--- config.mk ---
export PLATFORM = sky130hd
export DESIGN_NAME = timer_ctrl
export DESIGN_NICKNAME = d
export VERILOG_FILES = /design/src/rtl/timer_ctrl.sv
export SDC_FILE = /design/constraint.sdc
export NUM_CORES = 1
export LEC_CHECK = 0
export CAP_MARGIN = 5
export CORE_UTILIZATION = 35
export CTS_BUF_LIST = sky130_fd_sc_hd__clkbuf_4
export CTS_CLUSTER_SIZE = 14
export DETAILED_ROUTE_END_ITERATION = 12
export PLACE_DENSITY = 0.78
export SYNTH_ARGS = -nofsm -noshare
export SYNTH_HDL_FRONTEND = slang
export SYNTH_SLANG_ARGS = --single-unit
--- constraint.sdc ---
create_clock -name clk -period 2.05 [get_ports clk]
set_clock_uncertainty 0.05 [all_clocks]
set_input_delay 0.41 -clock clk [delete_from_list [all_inputs] [get_ports clk]]
set_output_delay 0.41 -clock clk [all_outputs]
set_load 0.005 [all_outputs]
--- src/rtl/timer_ctrl.sv ---
// Control FSM for the 32-bit step counter: one-shot/periodic timeouts, underflow guard, sticky irq.
// Optional build macro TIMER_CTRL_PRESCALE_EN adds a prescale divider on the counter enable.
module timer_ctrl #(
    parameter int unsigned WIDTH = 32,
    parameter int unsigned CNT_W = 16
) (
    input  logic             clk,
    input  logic             reset,
    input  logic             start,
    input  logic             stop,
    input  logic [WIDTH-1:0] cfg_period,
    input  logic [2:0]       cfg_step,
    input  logic             cfg_dir,
    input  logic             cfg_periodic,
    input  logic             irq_ack,
`ifdef TIMER_CTRL_PRESCALE_EN
    input  logic [7:0]       prescale,
`endif
    input  logic [WIDTH-1:0] count,
    input  logic             timer_event,
    output logic             load,
    output logic [WIDTH-1:0] din,
    output logic [2:0]       mode,
    output logic             up_down,
    output logic [WIDTH-1:0] sat_count,
    output logic             enable,
    output logic             busy,
    output logic             irq,
    output logic             irq_overrun,
    output logic [CNT_W-1:0] event_cnt
);

    typedef enum logic [1:0] {IDLE, LOAD, RUN, HIT} state_t;

    state_t           state, state_d;
    logic [WIDTH-1:0] period_q;
    logic [2:0]       step_q;
    logic             dir_q;
    logic             periodic_q;
    logic [WIDTH-1:0] step_w;
    logic             expire;
    logic             accept;
    logic             tick;

    assign accept    = (state == IDLE) && start && !stop;
    assign step_w    = WIDTH'(step_q) + WIDTH'(1);
    // Guard: a down count below one step would wrap past zero on the next enable.
    assign expire    = timer_event || (!dir_q && (count < step_w));
    assign din       = dir_q ? '0 : period_q;
    assign mode      = step_q;
    assign up_down   = dir_q;
    assign sat_count = period_q;
    assign busy      = (state != IDLE);

`ifdef TIMER_CTRL_PRESCALE_EN
    logic [7:0] pre_q;
    logic [7:0] div_q;

    assign tick = (div_q == '0);

    always_ff @(posedge clk or negedge reset) begin
        if (!reset) begin
            pre_q <= '0;
            div_q <= '0;
        end else begin
            if (accept)
                pre_q <= prescale;
            if (state == LOAD)
                div_q <= '0;
            else if (state == RUN)
                div_q <= (div_q == pre_q) ? '0 : div_q + 8'd1;
        end
    end
`else
    assign tick = 1'b1;
`endif

    always_comb begin
        state_d = state;
        load    = 1'b0;
        enable  = 1'b0;
        case (state)
            IDLE: if (accept) state_d = LOAD;
            LOAD: begin
                load    = 1'b1;
                state_d = stop ? IDLE : RUN;
            end
            RUN: begin
                if (stop) begin
                    state_d = IDLE;
                end else begin
                    enable = !expire && tick;
                    if (expire) state_d = HIT;
                end
            end
            HIT: begin
                if (stop)            state_d = IDLE;
                else if (periodic_q) state_d = LOAD;
                else                 state_d = IDLE;
            end
            default: state_d = IDLE;
        endcase
    end

    always_ff @(posedge clk or negedge reset) begin
        if (!reset) begin
            state       <= IDLE;
            period_q    <= '0;
            step_q      <= '0;
            dir_q       <= 1'b0;
            periodic_q  <= 1'b0;
            irq         <= 1'b0;
            irq_overrun <= 1'b0;
            event_cnt   <= '0;
        end else begin
            state <= state_d;
            if (accept) begin
                period_q   <= cfg_period;
                step_q     <= cfg_step;
                dir_q      <= cfg_dir;
                periodic_q <= cfg_periodic;
            end
            // A set from an unaborted HIT takes priority over a coincident ack.
            if (state == HIT && !stop) begin
                event_cnt <= event_cnt + CNT_W'(1);
                irq       <= 1'b1;
                if (irq) irq_overrun <= 1'b1;
            end else if (irq_ack) begin
                irq         <= 1'b0;
                irq_overrun <= 1'b0;
            end
        end
    end

endmodule

==> results.cfg <==
[die]
die_y_um = 91.29
io_pins = 164
rows = 32
die_x_um = 91.29
dieArea_um2 = 8333
core_area_um2 = 7727
initial_core_util_pct = 36.11

[timing]
finalHoldViolCount = 0
post-route-period-util_pct = 127.0
whs_ns = 0.4445
rsz0062_at_grt = true
setup_slack_ns = -0.5527
final.min_clock_period_ns = 2.603
setup_viol = 2
tightest_slew_ns = 0.3434
relSlewSlack_pct = 76.89
finalMaxSlewViolations = 0
fmax_mhz = 384.2

[yosys]
ys_ff_latch = 57
synth_top_flop_cell = dfrtp_1
yosysTopAreaCell = dfrtp_1
ys_seq_area_share_pct = 51.12
synth-edff-count = 0
synth_top_area_share_pct = 51.12
yosys_warnings = 0
synth_area_per_cell_um2 = 13.04
synthCells = 214
synth_cell_types = 31
syn-cell-area_um2 = 2790
async_flop_share_pct = 100.0
ys_top_cells_by_area = dfrtp_1, mux2_4, nor2b_1, xnor2_1, mux2_2
synth_fp_nets = 294

[min_path]
hold_class = reg -> reg

[setup_path]
worstPathArrival_ns = 2.14
cp-start-kind = flop
required_ns = 1.59
critPathMaxFanout = 3
path_class = reg -> out
end_kind = output pin

[power_and_ir_drop]
share_comb_of_total_power_pct = 45.0
power_frac_clock_pct = 18.1
switching_share_pct = 28.44
leakagePower_nw = 2.209
switchingPower_mw = 1.221
powerDensity_nw_per_um2 = 877.6
p_int_mw = 3.073
pwr-share-seq_pct = 36.9
vdd_drop_max_mv = 0.5555

[route]
finalWirelength_mm = 7.753
via_count = 2386
post-route-drc-count = 0
post_drt_wl_per_cell_um = 15.05
vias_per_cell = 4.633
route.antenna.remaining_nets = 0
drt_iter0_markers = 63
dr.pass1.iters = 4

[global_routing]
antenna_found_initial = 0
grt_pass1_vias = 2453
grt_pass1_wl_mm = 12.29
grt_overflow = 0
grt_max_degree = 58
grt_use_total_pct = 19.03

[status]
violations = negative setup slack
status = complete, but fails checks

[cts]
clk_pin_slew_ns = 0.10
h-tree-depth = 3
cts_buffers = 9
cts_tree = done
clockBufferDepth = 2
clkSinkCount = 57
cts_root_buf = clkbuf_4
clkLatencyLatePin_ns = 0.38

[place]
placed_cell_area_um2 = 4618
io_buffers = 163
dp_worst_setup_slack_ns = -0.8112
place_inst = 487
gp_congestion = 0.7280
dp_hpwl_mm = 5.499

[layout]
layout_common_cells = clkdlybuf4s50_1, dfrtp_1, mux2_4, nor2b_1
antenna_cells = 0
area_growth_pct = 75.38
layout_commonest_cell = clkdlybuf4s50_1
drive_gt1_share_pct = 27.12
nets = 489
final_area_um2 = 4893
stdcell_count = 515

[job]
maxCapViolations = 0
## power groups by stage
stage               Combinational, mW  Clock (mW)  Sequential, mW
finish                           1.93       0.777            1.59
global route                     2.07       0.871            1.63
CTS                              1.91       0.815            1.59
detailed placement               1.85           0            1.59
global placement                 1.81           0            1.59
floorplan                       0.669           0            1.59
## layer usage
layer	vias to the layer above	GRT usage, %	wire [um]	share of wire [%]
met1	1149	23.43	3287	42
met2	99	31.82	3814	49
met5	-	0	0	0
met3	11	6.951	565	7.3
li1	1127	-	-	-
met4	0	4.365	86	1.1
## cells in the mapped netlist (2+ instances only)
cell and number:
dfrtp_1 57, nor2b_1 32, mux2_4 30, xnor2_1 12
nand2_1 9, nor2_1 8, mux2_2 7, nand4_1 7
nor4_1 7, ha_1 5, xor2_1 5, nand3_1 4
a21oi_1 3, buf_12 3, clkbuf_1 3, inv_1 3
o21ai_0 3, and4_1 2, nand3b_1 2
## critical path, cell delays in order, from the launching register on
cell and delay, ns:
dfrtp_1 0.44, ha_4 0.18, xnor2_1 0.12, ha_2 0.17
a211oi_2 0.17, nand4_1 0.14, a311oi_2 0.33, nor2_1 0.08
buf_2 0.14
## stage by stage
step / TNS [ns] / util, % / power, mW
after detailed placement: -0.9971 / 59.76 / 3.439
after global placement: -0.8307 / 59.76 / 3.396
final: -0.5917 / 63.33 / 4.295
after floorplan: 0 / - / 2.254
after global routing: -0.8027 / 63.33 / 4.565
after CTS: -0.5692 / 62.92 / 4.317
## flip-flops by register name (all words and copies together), names as in the netlist
signal,cells
event_cnt,16
irq,1
irq_overrun,1
mode,3
periodic_q,1
sat_count,32
state,2
up_down,1
## cell families after synthesis
logic type | share of synthesized area, %
AO/OA/AOI/OAI | 1.928
XOR/XNOR | 5.336
adder cells (fa/ha/maj) | 2.242
buffers and inverters | 3.363
flip-flops | 51.12
multiplexers | 18.97
AND/OR/NAND/NOR | 17.04
## what timing repair did
action	CTS	global route
setup buffers	7	4
endpoints found under the hold margin	57	0
cloned	1	1
hold buffers	1	0
gates resized for setup	82	20
pin swaps	4	2
setup endpoints to repair	35	34
## final timing paths
kind | from | to | slack [ns] | depth (start not counted)
hold reg to reg | event_cnt[14] | event_cnt[14] | 0.44 | 1
setup reg to reg | mode[1] | state[0] | -0.04 | 10
min in group asynchronous | reset | event_cnt[13] | 0.49 | 3
hold / removal | event_cnt[14] | event_cnt[14] | 0.44 | 1
setup / recovery | mode[1] | enable | -0.55 | 8
max in group asynchronous | reset | periodic_q | 1.19 | 3
## layout make-up
class / count / area [um^2]
Multi-Input combinational cell: 147 / 1355
Clock inverter: 4 / 45.04
Timing Repair Buffer: 191 / 1846
Tap cell: 102 / 127.6
Sequential cell: 57 / 1426
Clock buffer: 11 / 82.58
Fill cell: 610 / 2834
Inverter: 3 / 11.26
Power figures use the tool's default switching activity.
==> patch 1, RTL diff (same settings) <==
`WIDTH`: 32 -> 36.
--- a/src/rtl/timer_ctrl.sv
+++ b/src/rtl/timer_ctrl.sv
@@ -3,3 +3,3 @@
 module timer_ctrl #(
-    parameter int unsigned WIDTH = 32,
+    parameter int unsigned WIDTH = 36,
     parameter int unsigned CNT_W = 16
Ports: changed (resized cfg_period, count, din and sat_count); port bits go from 164 to 180. The function was not compared with the original's and may differ.
==> patch 1 against the unedited design <==
  * Cell count up 5.2%
  * Critical path type unchanged
  * Synthesized area up 2.2%
  * Worst setup slack better by 0.0011 ns
  * Wire length up 6.2%
  * Sequential cell count up 4
  * Power up 12%
  * Design area up 1.4%
  * Utilization up 0.23 points
  * Maximum frequency about the same
  * First-iteration DRC count up 17%
  * Sequential power up 11%
  * Via count up 7.7%
  * Non-clock buffer count up 10
  * The flow still finishes with violations (setup timing)
==> patch 1: results (changes against the unedited design) <==
syn-instance-count: 232  # +8.4%
grtUsageTotal: 0.204  # +0.0142
synth.area.top_cells: "dfrtp_1, mux2_2, nor2b_1"
status: "finished with violations"
r2r-start: "mode[0]"
synthesis.nets: 320  # +8.8%
port_buffers: 179  # +9.8%
hp-class: "reg2reg"
finalSetupTns_ns: -0.552  # +0.0401 ns
failed_checks: "setup timing"
cp_max_fo: 2  # -1
power_leakage_nw: 2.14  # -3.1%
path_clk_slew_ns: 0.10  # about the same
grt_pass1_wl_um: 13400  # +8.8%
grt_max_degree: 62  # +6.9%
drive_gt1_frac: 0.252  # -0.0189
synthTopCellsByCount: "dfrtp_1, mux2_2, nor2b_1"
largest_reg_flops: 36  # +13%
fillCellCount: 648  # +6.2%
placed_cell_area_um2: 4840  # +4.7%
worstMarginPinSlew_ns: 0.320  # -0.0230 ns
drtIter0Drc: 74  # +17%
fin_ws_ns: -0.552  # +0.00114 ns
first_global_vias: 2742  # +12%
seq_area_frac_synth: 0.535  # +0.0239
ant_nets: 0  # unchanged
hold_start: "event_cnt[15]"
switchingPower_w: 0.00143  # +17%
vias: 2570  # +7.7%
wire_per_inst_um: 15.2  # +0.89%
ir_drop_v: 0.000532  # -4.2%
placedCellCount: 517  # +6.2%
finalSetupViolCount: 1  # -1
r2r_slack_ns: 0.16  # +0.20 ns
gp_congestion: 0.798  # +9.5%
[patch 1: area by class of cell]
cell class / instances / area [um2] / share of cell area
Sequential cell: 61 / 1530 / 0.308
Tap cell: 102 / 128 / 0.0257
Clock buffer: 10 / 75.1 / 0.0151
Clock inverter: 6 / 53.8 / 0.0108
Inverter: 3 / 11.3 / 0.00227
Timing Repair Buffer: 201 / 1900 / 0.382
Multi-Input combinational cell: 159 / 1270 / 0.256
[patch 1: power groups by stage]
stage | combinational [W] | sequential [W] | clock (W)
3_5_place_dp | 0.00228 | 0.00179 | 0
3_3_place_gp | 0.00222 | 0.00178 | 0
2_1_floorplan | 0.000756 | 0.00178 | 0
4_1_cts | 0.00228 | 0.00178 | 0.000825
5_1_grt | 0.00241 | 0.00183 | 0.000892
6_report | 0.00222 | 0.00177 | 0.000802
[patch 1: kinds of logic after synthesis]
logic type	count (synthesis)	share of synthesized area
simple gates	87	0.181
flops	61	0.535
mux	41	0.162
xor+xnor	17	0.0522
buf+inv	12	0.0267
compound gates	9	0.0211
fa+ha+maj	5	0.0219
[patch 1: stage by stage]
| stage | hold WS (ns) | setup slack [ns] |
|---|---|---|
| floorplan | 0.0644 | 0.00973 |
| global placement | 0.394 | -0.594 |
| detailed placement | 0.398 | -0.661 |
| CTS | 0.436 | -0.694 |
| global route | 0.455 | -0.669 |
| finish | 0.428 | -0.552 |
[patch 1: critical path, cell delays in order, from the launching register on]
cell and delay (ns):
dfrtp_1 0.39, ha_1 0.29, inv_1 0.04, ha_1 0.27
o21a_1 0.11, nor3_2 0.14, o2111ai_2 0.14, o31a_1 0.26
buf_2 0.13
[patch 1: path summary, 6_finish.rpt]
| check | endpoint | cells after the start |
|---|---|---|
| setup / recovery | enable | 8 |
| hold / removal | event_cnt[15] | 1 |
| min in group asynchronous | sat_count[21] | 3 |
| max in group asynchronous | up_down | 3 |
| setup reg to reg | state[0] | 9 |
| hold reg to reg | event_cnt[15] | 1 |
[patch 1: routing by layer]
layer / GRT usage / share of wire / vias up
met5: 0 / 0 / -
met4: 0.0586 / 0.0094 / 0
met3: 0.0655 / 0.079 / 9
met2: 0.359 / 0.52 / 123
met1: 0.238 / 0.39 / 1224
li1: - / - / 1214
[patch 1: what timing repair did]
| action | 4_1_cts | 5_1_grt |
|---|---|---|
| pin swaps | 6 | 6 |
| setup endpoints to repair | 39 | 9 |
| hold endpoints to repair | 61 | 0 |
| hold buffers | 1 | 0 |
| setup buffers | 15 | 2 |
| cloned | 1 | 0 |
| resized for setup | 87 | 39 |
==> patch 2, RTL diff (same settings) <==
Made on the original files. Put one more register stage on the output `irq_overrun`, with the module's reset. The value now appears one clock later. The other outputs are not delayed to match.
--- a/src/rtl/timer_ctrl.sv
+++ b/src/rtl/timer_ctrl.sv
@@ -33,2 +33,4 @@
     typedef enum logic [1:0] {IDLE, LOAD, RUN, HIT} state_t;
+
+    logic irq_overrun_s0;
 
@@ -112,3 +114,3 @@
             irq         <= 1'b0;
-            irq_overrun <= 1'b0;
+            irq_overrun_s0 <= 1'b0;
             event_cnt   <= '0;
@@ -126,7 +128,15 @@
                 irq       <= 1'b1;
-                if (irq) irq_overrun <= 1'b1;
+                if (irq) irq_overrun_s0 <= 1'b1;
             end else if (irq_ack) begin
                 irq         <= 1'b0;
-                irq_overrun <= 1'b0;
+                irq_overrun_s0 <= 1'b0;
             end
+        end
+    end
+
+    always_ff @(posedge clk or negedge reset) begin
+        if (!reset) begin
+            irq_overrun <= '0;
+        end else begin
+            irq_overrun <= irq_overrun_s0;
         end
Behaviour: not the same (Yosys sat finds a counterexample within 10 cycles, from zero or initial values and one cycle with reset low).
==> patch 2 against the unedited design <==
  * The flow still finishes with violations (setup timing)
  * Worst setup slack improved by 0.032 ns
  * Maximum frequency is 1.3% higher
  * Wire length up 2.0%
  * Sequential share of layout area is 0.13 points higher
  * Hold slack worse by 0.11 ns
  * Sequential cell count increased by 1
  * Critical path depth unchanged
  * Clock power increased by 35%
  * Power increased by 6.7%
  * Non-clock buffer count down 1
  * Design area increased by 1.4%
  * Synthesized area is 1.9% higher
  * Global-route usage grew 0.26 points
  * Critical path type unchanged
  * Largest power group unchanged
==> patch 2: results (changes against the unedited design) <==
status: "finished with violations"
failed_checks: "setup timing"
fillCellCount: 628  # +3.0%
antenna_found_initial: 0  # unchanged
drive_gt1_frac: 0.272  # +0.000658
r2r_slack_ns: 0.12  # +0.16 ns
hold_start: "irq_overrun_s0"
finalSetupViolCount: 1  # -1
ir_drop_v: 0.000491  # -12%
wirelength_um: 7910  # +2.0%
placed_cell_area_um2: 4650  # +0.68%
yosysWarnings: 0  # unchanged
cp_max_fo: 2  # -1
gp_congestion: 0.779  # +7.0%
port_buffers: 163  # unchanged
htree_levels: 3  # unchanged
r2r-start: "mode[0]"
place.detailed.hpwl_um: 5620  # +2.2%
avgSynthCellArea_um2: 13.2  # +1.5%
placedCellCount: 486  # -0.21%
fin_ws_ns: -0.520  # +0.0323 ns
synthDistinctLibCells: 31  # unchanged
cpLargestDelayFamily: "compound AO/OA/AOI/OAI gates"
grt_max_degree: 59  # +1.7%
finalSetupTns_ns: -0.520  # +0.0713 ns
async_flop_share: 1.00  # unchanged
power_leakage_nw: 2.23  # +0.91%
synth.area.top_cells: "dfrtp_1, mux2_4, nor2b_1"
rr_worst_depth: 8  # -2
wire_per_inst_um: 15.4  # +2.2%
holdPathEnd: "irq_overrun"
cts-root-buf: "clkbuf_4"
avgViaCountPerCell: 4.67  # +0.74%
seq_area_frac_synth: 0.510  # -0.000872
synthesis.nets: 295  # +0.34%
grt_pass1_wl_um: 12500  # +1.6%
arrival_ns: 2.11  # -0.03 ns
rr_endpoint: "state[0]"
synthTopCellsByCount: "dfrtp_1, nor2b_1, mux2_4"
whs_path_depth: 0  # -1
drtIter0Drc: 70  # +11%
first_global_vias: 2586  # +5.4%
worstMarginPinSlew_ns: 0.331  # -0.0121 ns
cp_slowest_cell: "dfrtp_1"
grtUsageTotal: 0.193  # +0.00261
## patch 2: worst register-to-register path, cell delays in order (launching register included)
cell and delay (ns):
dfrtp_1 0.43, ha_4 0.28, inv_4 0.03, ha_4 0.25, o21ai_2 0.04, nand2b_1 0.08
a311oi_2 0.11, buf_4 0.15, o41a_1 0.40
## patch 2: final cells by class
| type | instances | area [um2] | share of cell area |
|---|---|---|---|
| sequential | 58 | 1450 | 0.293 |
| multi-input combinational | 144 | 1370 | 0.275 |
| inverter | 4 | 17.5 | 0.00353 |
| tap | 102 | 128 | 0.0257 |
| clock buffer | 10 | 75.1 | 0.0151 |
| clock inverter | 6 | 105 | 0.0212 |
| timing repair buffer | 190 | 1820 | 0.366 |
## patch 2: cell families (layout without fill, tap and decap cells)
group	count (synthesis)	after routing	synth area share
xor gates and xnor gates	17	17	0.0524
DFF	58	58	0.510
adders and majority gates	5	5	0.0220
AOI/OAI and AO/OA	9	9	0.0202
and+or+nand+nor	76	76	0.167
buffers and inverters	13	210	0.0422
muxes	37	37	0.186
## patch 2: worst max-delay path by stage
stage	slack, ns	start	end
2_1_floorplan	0.003	mode[0]	enable
3_3_place_gp	-0.73	count[3]	enable
3_5_place_dp	-0.85	count[3]	enable
4_1_cts	-0.55	mode[0]	enable
5_1_grt	-0.64	mode[0]	enable
6_report	-0.52	mode[0]	enable
## patch 2: timing repair
item | 4_1_cts | 5_1_grt
endpoints found under the setup margin | 36 | 8
pin swaps | 3 | 2
buffers inserted | 10 | 1
hold buffers | 1 | 0
cloned | 1 | 0
endpoints found under the hold margin | 58 | 0
resized for setup | 91 | 13
## patch 2: where the power goes
part	internal [W]	leakage [nW]	switching (W)	total, W
clock network	0.000624	0.0917	0.000422	0.00105
registers	0.00139	0.723	0.000215	0.00160
logic	0.00131	1.42	0.000625	0.00193
total	0.00332	2.23	0.00126	0.00458
## patch 2: metrics by stage
step	hold slack (ns)	worst slack (ns)
3_3_place_gp	0.311	-0.727
4_1_cts	0.336	-0.553
5_1_grt	0.357	-0.637
2_1_floorplan	0.0644	0.00289
6_report	0.332	-0.520
3_5_place_dp	0.312	-0.849
## patch 2: metal layers
| layer | wire, um | global-route usage |
|---|---|---|
| met1 | 3270 | 0.229 |
| met5 | 0 | 0 |
| met4 | 146 | 0.0924 |
| met2 | 4080 | 0.325 |
| met3 | 419 | 0.0481 |
